$ cat src/rtl/pc_fetch_ctrl.sv
// -----------------------------------------------------------------------------
// pc_fetch_ctrl
//   Fetch-side program-counter controller. Advances the PC by the number of
//   valid lanes in the current fetch bundle. Holds while the back end is full,
//   and redirects to a new target on a branch mispredict flush. After a
//   redirect it inserts a fixed number of bubble cycles.
//
//   Optional build macro: PC_FETCH_PERF_CNT_EN
//     defined   -> saturating stall/flush performance counters are built
//     undefined -> stall_cnt and flush_cnt are tied to zero (no registers)
//
// Parameters
//   PC_W         PC width in bits
//   FETCH_W      fetch lanes per cycle (1..4)
//   RESET_PC     PC value loaded at reset
//   REDIRECT_CYC bubble cycles after a flush (1..7)
//   CNT_W        performance counter width
//
// Ports
//   clk          clock, rising edge
//   rst          asynchronous reset, active low
//   vld          per-lane valid of the current fetch bundle
//   iq_full      issue queue full
//   buffer_full  reorder buffer full
//   bid_full     branch ids exhausted
//   flush        redirect request (highest priority)
//   flush_addr   redirect target
//   pc           registered fetch PC
//   fetch_en     registered, high only while in RUN
//   state        IDLE=0, RUN=1, STALL=2, REDIRECT=3
//   stall_cnt    cycles spent in STALL (saturating)
//   flush_cnt    accepted flushes (saturating)
// -----------------------------------------------------------------------------
module pc_fetch_ctrl #(
  parameter int PC_W         = 5,
  parameter int FETCH_W      = 2,
  parameter int RESET_PC     = 0,
  parameter int REDIRECT_CYC = 1,
  parameter int CNT_W        = 16
) (
  input  logic               clk,
  input  logic               rst,
  input  logic [FETCH_W-1:0] vld,
  input  logic               iq_full,
  input  logic               buffer_full,
  input  logic               bid_full,
  input  logic               flush,
  input  logic [PC_W-1:0]    flush_addr,
  output logic [PC_W-1:0]    pc,
  output logic               fetch_en,
  output logic [1:0]         state,
  output logic [CNT_W-1:0]   stall_cnt,
  output logic [CNT_W-1:0]   flush_cnt
);

  localparam logic [1:0] ST_IDLE     = 2'd0;
  localparam logic [1:0] ST_RUN      = 2'd1;
  localparam logic [1:0] ST_STALL    = 2'd2;
  localparam logic [1:0] ST_REDIRECT = 2'd3;

  logic [1:0]      r_state;
  logic [PC_W-1:0] r_pc;
  logic            r_fetch_en;
  logic [2:0]      r_bub;

  logic [1:0]      w_state_next;
  logic [PC_W-1:0] w_pc_next;
  logic [2:0]      w_bub_next;
  logic            w_fetch_en_next;
  logic            w_stall;
  logic [PC_W-1:0] w_pop;
  logic [PC_W-1:0] w_lane_inc [FETCH_W];

  assign w_stall = iq_full | buffer_full | bid_full;

  // Per-lane increment, widened to PC width so the sum wraps modulo 2^PC_W.
  genvar gi;
  generate
    for (gi = 0; gi < FETCH_W; gi++) begin : g_lane
      assign w_lane_inc[gi] = PC_W'(vld[gi]);
    end
  endgenerate

  always_comb begin
    w_pop = '0;
    for (int i = 0; i < FETCH_W; i++) begin
      w_pop = w_pop + w_lane_inc[i];
    end
  end

  // State register (plus the datapath registers that follow it).
  always_ff @(posedge clk or negedge rst) begin
    if (!rst) begin
      r_state    <= ST_IDLE;
      r_pc       <= PC_W'(RESET_PC);
      r_fetch_en <= 1'b0;
      r_bub      <= 3'd0;
    end else begin
      r_state    <= w_state_next;
      r_pc       <= w_pc_next;
      r_fetch_en <= w_fetch_en_next;
      r_bub      <= w_bub_next;
    end
  end

  // Next-state logic. A flush overrides everything, including a flush that
  // arrives while a previous redirect is still draining its bubbles.
  always_comb begin
    w_state_next = r_state;
    w_pc_next    = r_pc;
    w_bub_next   = r_bub;
    if (flush) begin
      w_state_next = ST_REDIRECT;
      w_pc_next    = flush_addr;
      w_bub_next   = 3'(REDIRECT_CYC);
    end else begin
      case (r_state)
        ST_IDLE: begin
          w_state_next = w_stall ? ST_STALL : ST_RUN;
        end
        ST_RUN: begin
          if (w_stall) begin
            w_state_next = ST_STALL;
          end else begin
            w_pc_next = r_pc + w_pop;
          end
        end
        ST_STALL: begin
          if (!w_stall) begin
            w_state_next = ST_RUN;
          end
        end
        default: begin
          // The counter holds the number of REDIRECT cycles still to spend,
          // this one included; a value of 1 (or less) means this is the last.
          if (r_bub <= 3'd1) begin
            w_bub_next   = 3'd0;
            w_state_next = w_stall ? ST_STALL : ST_RUN;
          end else begin
            w_bub_next = r_bub - 3'd1;
          end
        end
      endcase
    end
  end

  // Output logic: fetch_en is registered, so it is derived from the next state.
  always_comb begin
    w_fetch_en_next = (w_state_next == ST_RUN);
  end

  assign pc       = r_pc;
  assign fetch_en = r_fetch_en;
  assign state    = r_state;

`ifdef PC_FETCH_PERF_CNT_EN
  logic [CNT_W-1:0] r_stall_cnt;
  logic [CNT_W-1:0] r_flush_cnt;

  always_ff @(posedge clk or negedge rst) begin
    if (!rst) begin
      r_stall_cnt <= '0;
      r_flush_cnt <= '0;
    end else begin
      if ((r_state == ST_STALL) && (r_stall_cnt != {CNT_W{1'b1}})) begin
        r_stall_cnt <= r_stall_cnt + 1'b1;
      end
      if (flush && (r_flush_cnt != {CNT_W{1'b1}})) begin
        r_flush_cnt <= r_flush_cnt + 1'b1;
      end
    end
  end

  assign stall_cnt = r_stall_cnt;
  assign flush_cnt = r_flush_cnt;
`else
  assign stall_cnt = '0;
  assign flush_cnt = '0;
`endif

endmodule

$ cat config.mk
export PLATFORM = sky130hd
export DESIGN_NAME = pc_fetch_ctrl
export DESIGN_NICKNAME = d
export VERILOG_FILES = /design/src/rtl/pc_fetch_ctrl.sv
export SDC_FILE = /design/constraint.sdc
export NUM_CORES = 1
export LEC_CHECK = 0
export CORE_MARGIN = 2
export CORE_UTILIZATION = 38
export CTS_BUF_LIST = sky130_fd_sc_hd__clkbuf_8
export CTS_CLUSTER_DIAMETER = 40
export CTS_CLUSTER_SIZE = 16
export DETAILED_ROUTE_END_ITERATION = 16
export DONT_BUFFER_PORTS = 1
export GPL_TIMING_DRIVEN = 0
export PLACE_DENSITY = 0.62
export SYNTH_ARGS = -nofsm -noshare
export SYNTH_HDL_FRONTEND = slang
export SYNTH_SLANG_ARGS = --single-unit
$ cat constraint.sdc
create_clock -name clk -period 2.6 [get_ports clk]
set_input_delay 0.65 -clock clk [delete_from_list [all_inputs] [get_ports clk]]
set_output_delay 0.65 -clock clk [all_outputs]
set_load 0.01 [all_outputs]
==> qor.csv, run 1 <==
metric,value,unit
status,finished clean,
diode count,0,
CTS tree,built,
FF-to-FF Start,pc[0],
f_max,445.1,MHz
dpl ws,123.6,ps
site row count,17,
Leak Pwr,0.0005728,uW
total CTS buffers,3,
Initial Util,0.3950,
clock root cell,clkbuf_8,
top-level I/O count,53,
max-cap violation count,0,
CP startpoint kind,input port,
CTS resizes,0,
Final HPWL DP,1312,um
Final setup viols,0,
Syn-to-layout area delta,22.92,%
first-pass GRT wire length,2518,um
clock buffer depth,2,
vias per cell,4.043,
Sink Count,11,
Power Dens Cells,461.4,nW/um2
clk_lat worst skew,230,ps
DRT Wirelength,1602,um
Initial DRC Count,3,
nets@finish,151,
R2R depth,7,
per-cell routed wire length,9.950,um
Syn Std Cell Area,857.1,um2
DR pass1 iterations,4,
Yosys reg bits,11,
Critical Path AT,2400,ps
DR DRC count,0,
"commonest cells after routing, fill and taps aside","buf_4, conb_1, dfrtp_1, inv_1, a31oi_1",
Post-Syn Instances,98,
vias in the first global route,571,
Cell Count Post-Placement,157,
Final Max Slew Viols,0,
Total Power Consumption,486.0,uW
fin crit share,0.8641,
WS Path Type,in2reg,
required time of the critical path,2750,ps
fin cells,161,
post-synth cell types,27,
Vias,651,
Final Hold Viols,0,
layout cells sized above 1,0.2707,
full die area,2651,um2
"Seq/Total Area, Yosys",0.3212,
RR Endpoint,pc[4],
largest net degree at the start of global routing,12,
Crit Path Max Fanout,2,
GPL Wtd Cong,0.7681,
GRT Total Usage,0.1312,
post-cts hold buffer count,0,
Die W,51.49,um
Die Ht,51.49,um
deepest level of the CTS H-tree,1,
clk slew on worst S/H paths,50,ps
Core Box Area,2170,um2
Reg2Reg Setup Slack,360,ps
Hold WC Path Type,in2async,
Syn Area/Cell,8.746,um2
Setup TNS,0,ps
Final WS setup,353.4,ps
RSZ-0062 raised after global routing,false,
Final min period,2247,ps
PortBufs,0,
peak supply drop,0.2059,mV
Ys Warns,0,
Post-DRT Antenna Nets,0,
crit end category,register,
postcts setup bufs,0,
overflow left after global routing,0,
initial antenna violation count,0,
FILL cells,237,
Clock Skews,3.329,ps
per-stage QoR:
stage	util	area, um2	hold slack (ps)
after CTS	0.4856	1054	103.8
final	0.4856	1054	107.3
after detailed placement	0.4648	1008	354.6
after global routing	0.4856	1054	97.13
after floorplan	-	973.4	354.4
after global placement	0.4648	1008	354.6
critical path, cell delays in order:
cell     delay [ps]
inv_1            30
fa_1            460
inv_1            70
ha_1            160
or4b_1          460
or4_1           410
a31oi_1         170
state kept, by name, summed over array words and instances, names as in the netlist:
| name | flops |
|---|---|
| pc | 5 |
| state | 2 |
| r_bub | 3 |
| fetch_en | 1 |
power breakdown:
group	internal, uW	switching (uW)	total, uW
Clock	104	62.1	166
Combinational	56.3	58.1	114
Sequential	186	20.3	206
Total	346	141	486
synthesized netlist by cell type:
cell type,n,area share
buf_4,32,0.28
dfrtp_1,11,0.32
inv_1,9,0.039
a31oi_1,5,0.036
nand3_1,4,0.023
o31ai_1,4,0.035
ha_1,3,0.044
nand2_1,3,0.013
nor2_1,3,0.013
o21ai_0,3,0.018
or4_1,3,0.026
a21oi_1,2,0.012
or3_1,2,0.015
a21o_1,1,0.0088
a22o_1,1,0.010
a2bb2oi_1,1,0.010
and3_1,1,0.0073
buf_2,1,0.0058
clkbuf_1,1,0.0044
conb_1,1,0.0044
fa_1,1,0.023
nand2b_1,1,0.0073
nand3b_1,1,0.0088
nor2b_1,1,0.0073
nor3_1,1,0.0058
o21bai_1,1,0.0088
or4b_1,1,0.012
layer usage:
metal / global-route usage / up-vias / share of wire
li1: - / 338 / -
met1: 0.1486 / 287 / 0.42
met2: 0.2308 / 24 / 0.50
met3: 0.02874 / 2 / 0.072
met4: 0.06579 / 0 / 0.012
met5: 0 / - / 0
kinds of logic after synthesis:
kind of cell	after synthesis	synth area share
simple gates	21	0.1387
fa+ha+maj	4	0.06716
flops	11	0.3212
other cells	1	0.004375
buf+inv	43	0.3299
compound gates	18	0.1387
worst max-delay path by stage:
stage | from | endpoint | slack [ps] | cells past startpoint
after floorplan | vld[0] | pc[4] | 240 | 7
after global placement | vld[0] | pc[4] | 140 | 7
after detailed placement | vld[0] | pc[4] | 120 | 7
after CTS | vld[0] | pc[4] | 360 | 7
after global routing | pc[0] | pc[4] | 240 | 7
final | vld[0] | pc[4] | 350 | 7
final cells by class:
type / instances / area [um2] / area share
clock inverters: 1 / 3.754 / 0.003563
plain buffers: 34 / 249.0 / 0.2363
flip-flops and latches: 11 / 275.3 / 0.2613
clock buffers: 3 / 41.29 / 0.03919
well taps: 28 / 35.03 / 0.03325
inverters: 9 / 33.78 / 0.03207
multi-input cells: 75 / 415.4 / 0.3943
No activity file was read; power rests on OpenSTA's default activity.
==> run 2: changes to the inputs <==
- CELL_PAD_IN_SITES_DETAIL_PLACEMENT: unset -> 1
- CELL_PAD_IN_SITES_GLOBAL_PLACEMENT: unset -> 1
- CORE_MARGIN: 2 -> unset
- PLACE_DENSITY: 0.62 -> 0.8
==> run 2 against run 1 <==
Effect of this change: sequential power is essentially flat; sequential cell count is the same; power is 2.4% higher; utilization is 3.0 points higher; fmax fell by 3.1%; combinational power rose by 4%; clock skew decreased by 2.6 ps; clock-buffer cell count stayed put; critical endpoint unchanged; largest cell class unchanged.
==> qor.csv, run 2 (synthesis gave the netlist of run 1 again) <==
metric,value,unit
crit path cell chain,inv_1 -> fa_1 -> inv_1 -> ha_1 -> or4b_1 -> or4_1 -> a31oi_1,
DR pass1 iterations,3,
CP most frequent cell,inv_1,
FILL cells,278,
overflow left after global routing,0,
clk_lat worst skew,240,ps
top-level I/O count,53,
WS Path Type,in2reg,
Final HPWL DP,1641,um
Vias,721,
site row count,16,
worst setup path end,pc[4],
Final WS setup,280.4,ps
Worst-Margin Slew,576.5,ps
Die W,49.49,um
Final min period,2320,ps
Placed Area,1007,um2
Cell Count Post-Placement,156,
Crit Path Max Fanout,2,
status,finished clean,
Post-DRT Antenna Nets,0,
peak supply drop,0.2641,mV
GRT Total Usage,0.1848,
Max-slew headroom,0.6127,
Final Max Slew Viols,0,
RSZ-0062 raised after global routing,false,
max reg flops,5,
Power Dens Cells,472.8,nW/um2
deepest level of the CTS H-tree,1,
Critical Path AT,2470,ps
Initial DRC Count,6,
Final Hold Viols,0,
vias in the first global route,698,
full die area,2449,um2
initial antenna violation count,0,
DRT Wirelength,2058,um
Reg2Reg Setup Slack,280,ps
GPL Wtd Cong,0.7428,
R2R depth,7,
post-route design area,1052,um2
max-cap violation count,0,
CTS tree,built,
RR Endpoint,pc[4],
slowest cell delay on critical path,460,ps
DR DRC count,0,
FF-to-FF Start,pc[0],
required time of the critical path,2750,ps
postcts setup bufs,0,
Leak Pwr,0.0005728,uW
Setup TNS,0,ps
CP max stage cell,or4b_1,
f_max,431.1,MHz
"commonest cells after routing, fill and taps aside","buf_4, conb_1, dfrtp_1, inv_1, a31oi_1",
CP startpoint kind,input port,
per-cell routed wire length,12.86,um
clock root cell,clkbuf_8,
Sink Count,11,
fin cells,160,
largest net degree at the start of global routing,12,
fin crit share,0.8922,
Worst Setup SP,vld[0],
vias per cell,4.506,
clock buffer depth,2,
Clock Skews,0.7663,ps
layout cells sized above 1,0.2707,
PortBufs,0,
dpl ws,40.00,ps
total CTS buffers,3,
post-cts hold buffer count,0,
Die Ht,49.49,um
first-pass GRT wire length,3360,um
nets@finish,151,
crit end category,register,
CTS resizes,0,
clk slew on worst S/H paths,50,ps
Syn-to-layout area delta,22.77,%
Core Box Area,2042,um2
Hold WC Path Type,in2async,
Final setup viols,0,
Initial Util,0.4197,
diode count,0,
==> run 2: cell type report <==
type,instances,area [um2],share of cell area
clock buffer,3,41.29,0.03924
sequential,11,275.3,0.2616
inverter,9,33.78,0.03210
buffer,34,249.0,0.2366
clock inverter,1,3.754,0.003567
multi-input combinational,75,415.4,0.3948
tap,27,33.78,0.03210
==> run 2: power breakdown <==
part	leakage (uW)	total, uW	internal (uW)	switching, uW
combinational	0.000417	118	56.4	62.1
clock	0.0000269	172	104	68.1
sequential	0.000129	207	186	21.3
==> run 2: worst min path at each step <==
stage / endpoint / cells past startpoint
after floorplan: fetch_en / 0
after global placement: pc[4] / 0
after detailed placement: pc[4] / 0
after CTS: pc[4] / 0
after global routing: pc[2] / 0
final: pc[3] / 0
==> run 2: routing by layer <==
metal  GRT usage  vias to the layer above  routed length, um
met5           0                        -                  0
met2      0.3196                       34               1056
met3     0.05556                        8                154
met1      0.2027                      342                790
li1            -                      337                  -
met4     0.09524                        0                 56
==> run 2: worst max-delay path: cells and delay by family <==
kind / cells / cell delay [ps]
adders and majority gates: 2 / 600
AOI/OAI and AO/OA: 1 / 210
buffers and inverters: 2 / 110
and+or+nand+nor: 2 / 890
==> run 2: metrics by stage <==
| step | total power [uW] | utilization | hold WS [ps] |
|---|---|---|---|
| after floorplan | 305.6 | - | 354.4 |
| after global placement | 317.9 | 0.4933 | 354.6 |
| after detailed placement | 324.9 | 0.4933 | 354.6 |
| after CTS | 496.1 | 0.5153 | 97.73 |
| after global routing | 522.3 | 0.5153 | 93.99 |
| final | 497.6 | 0.5153 | 100.7 |
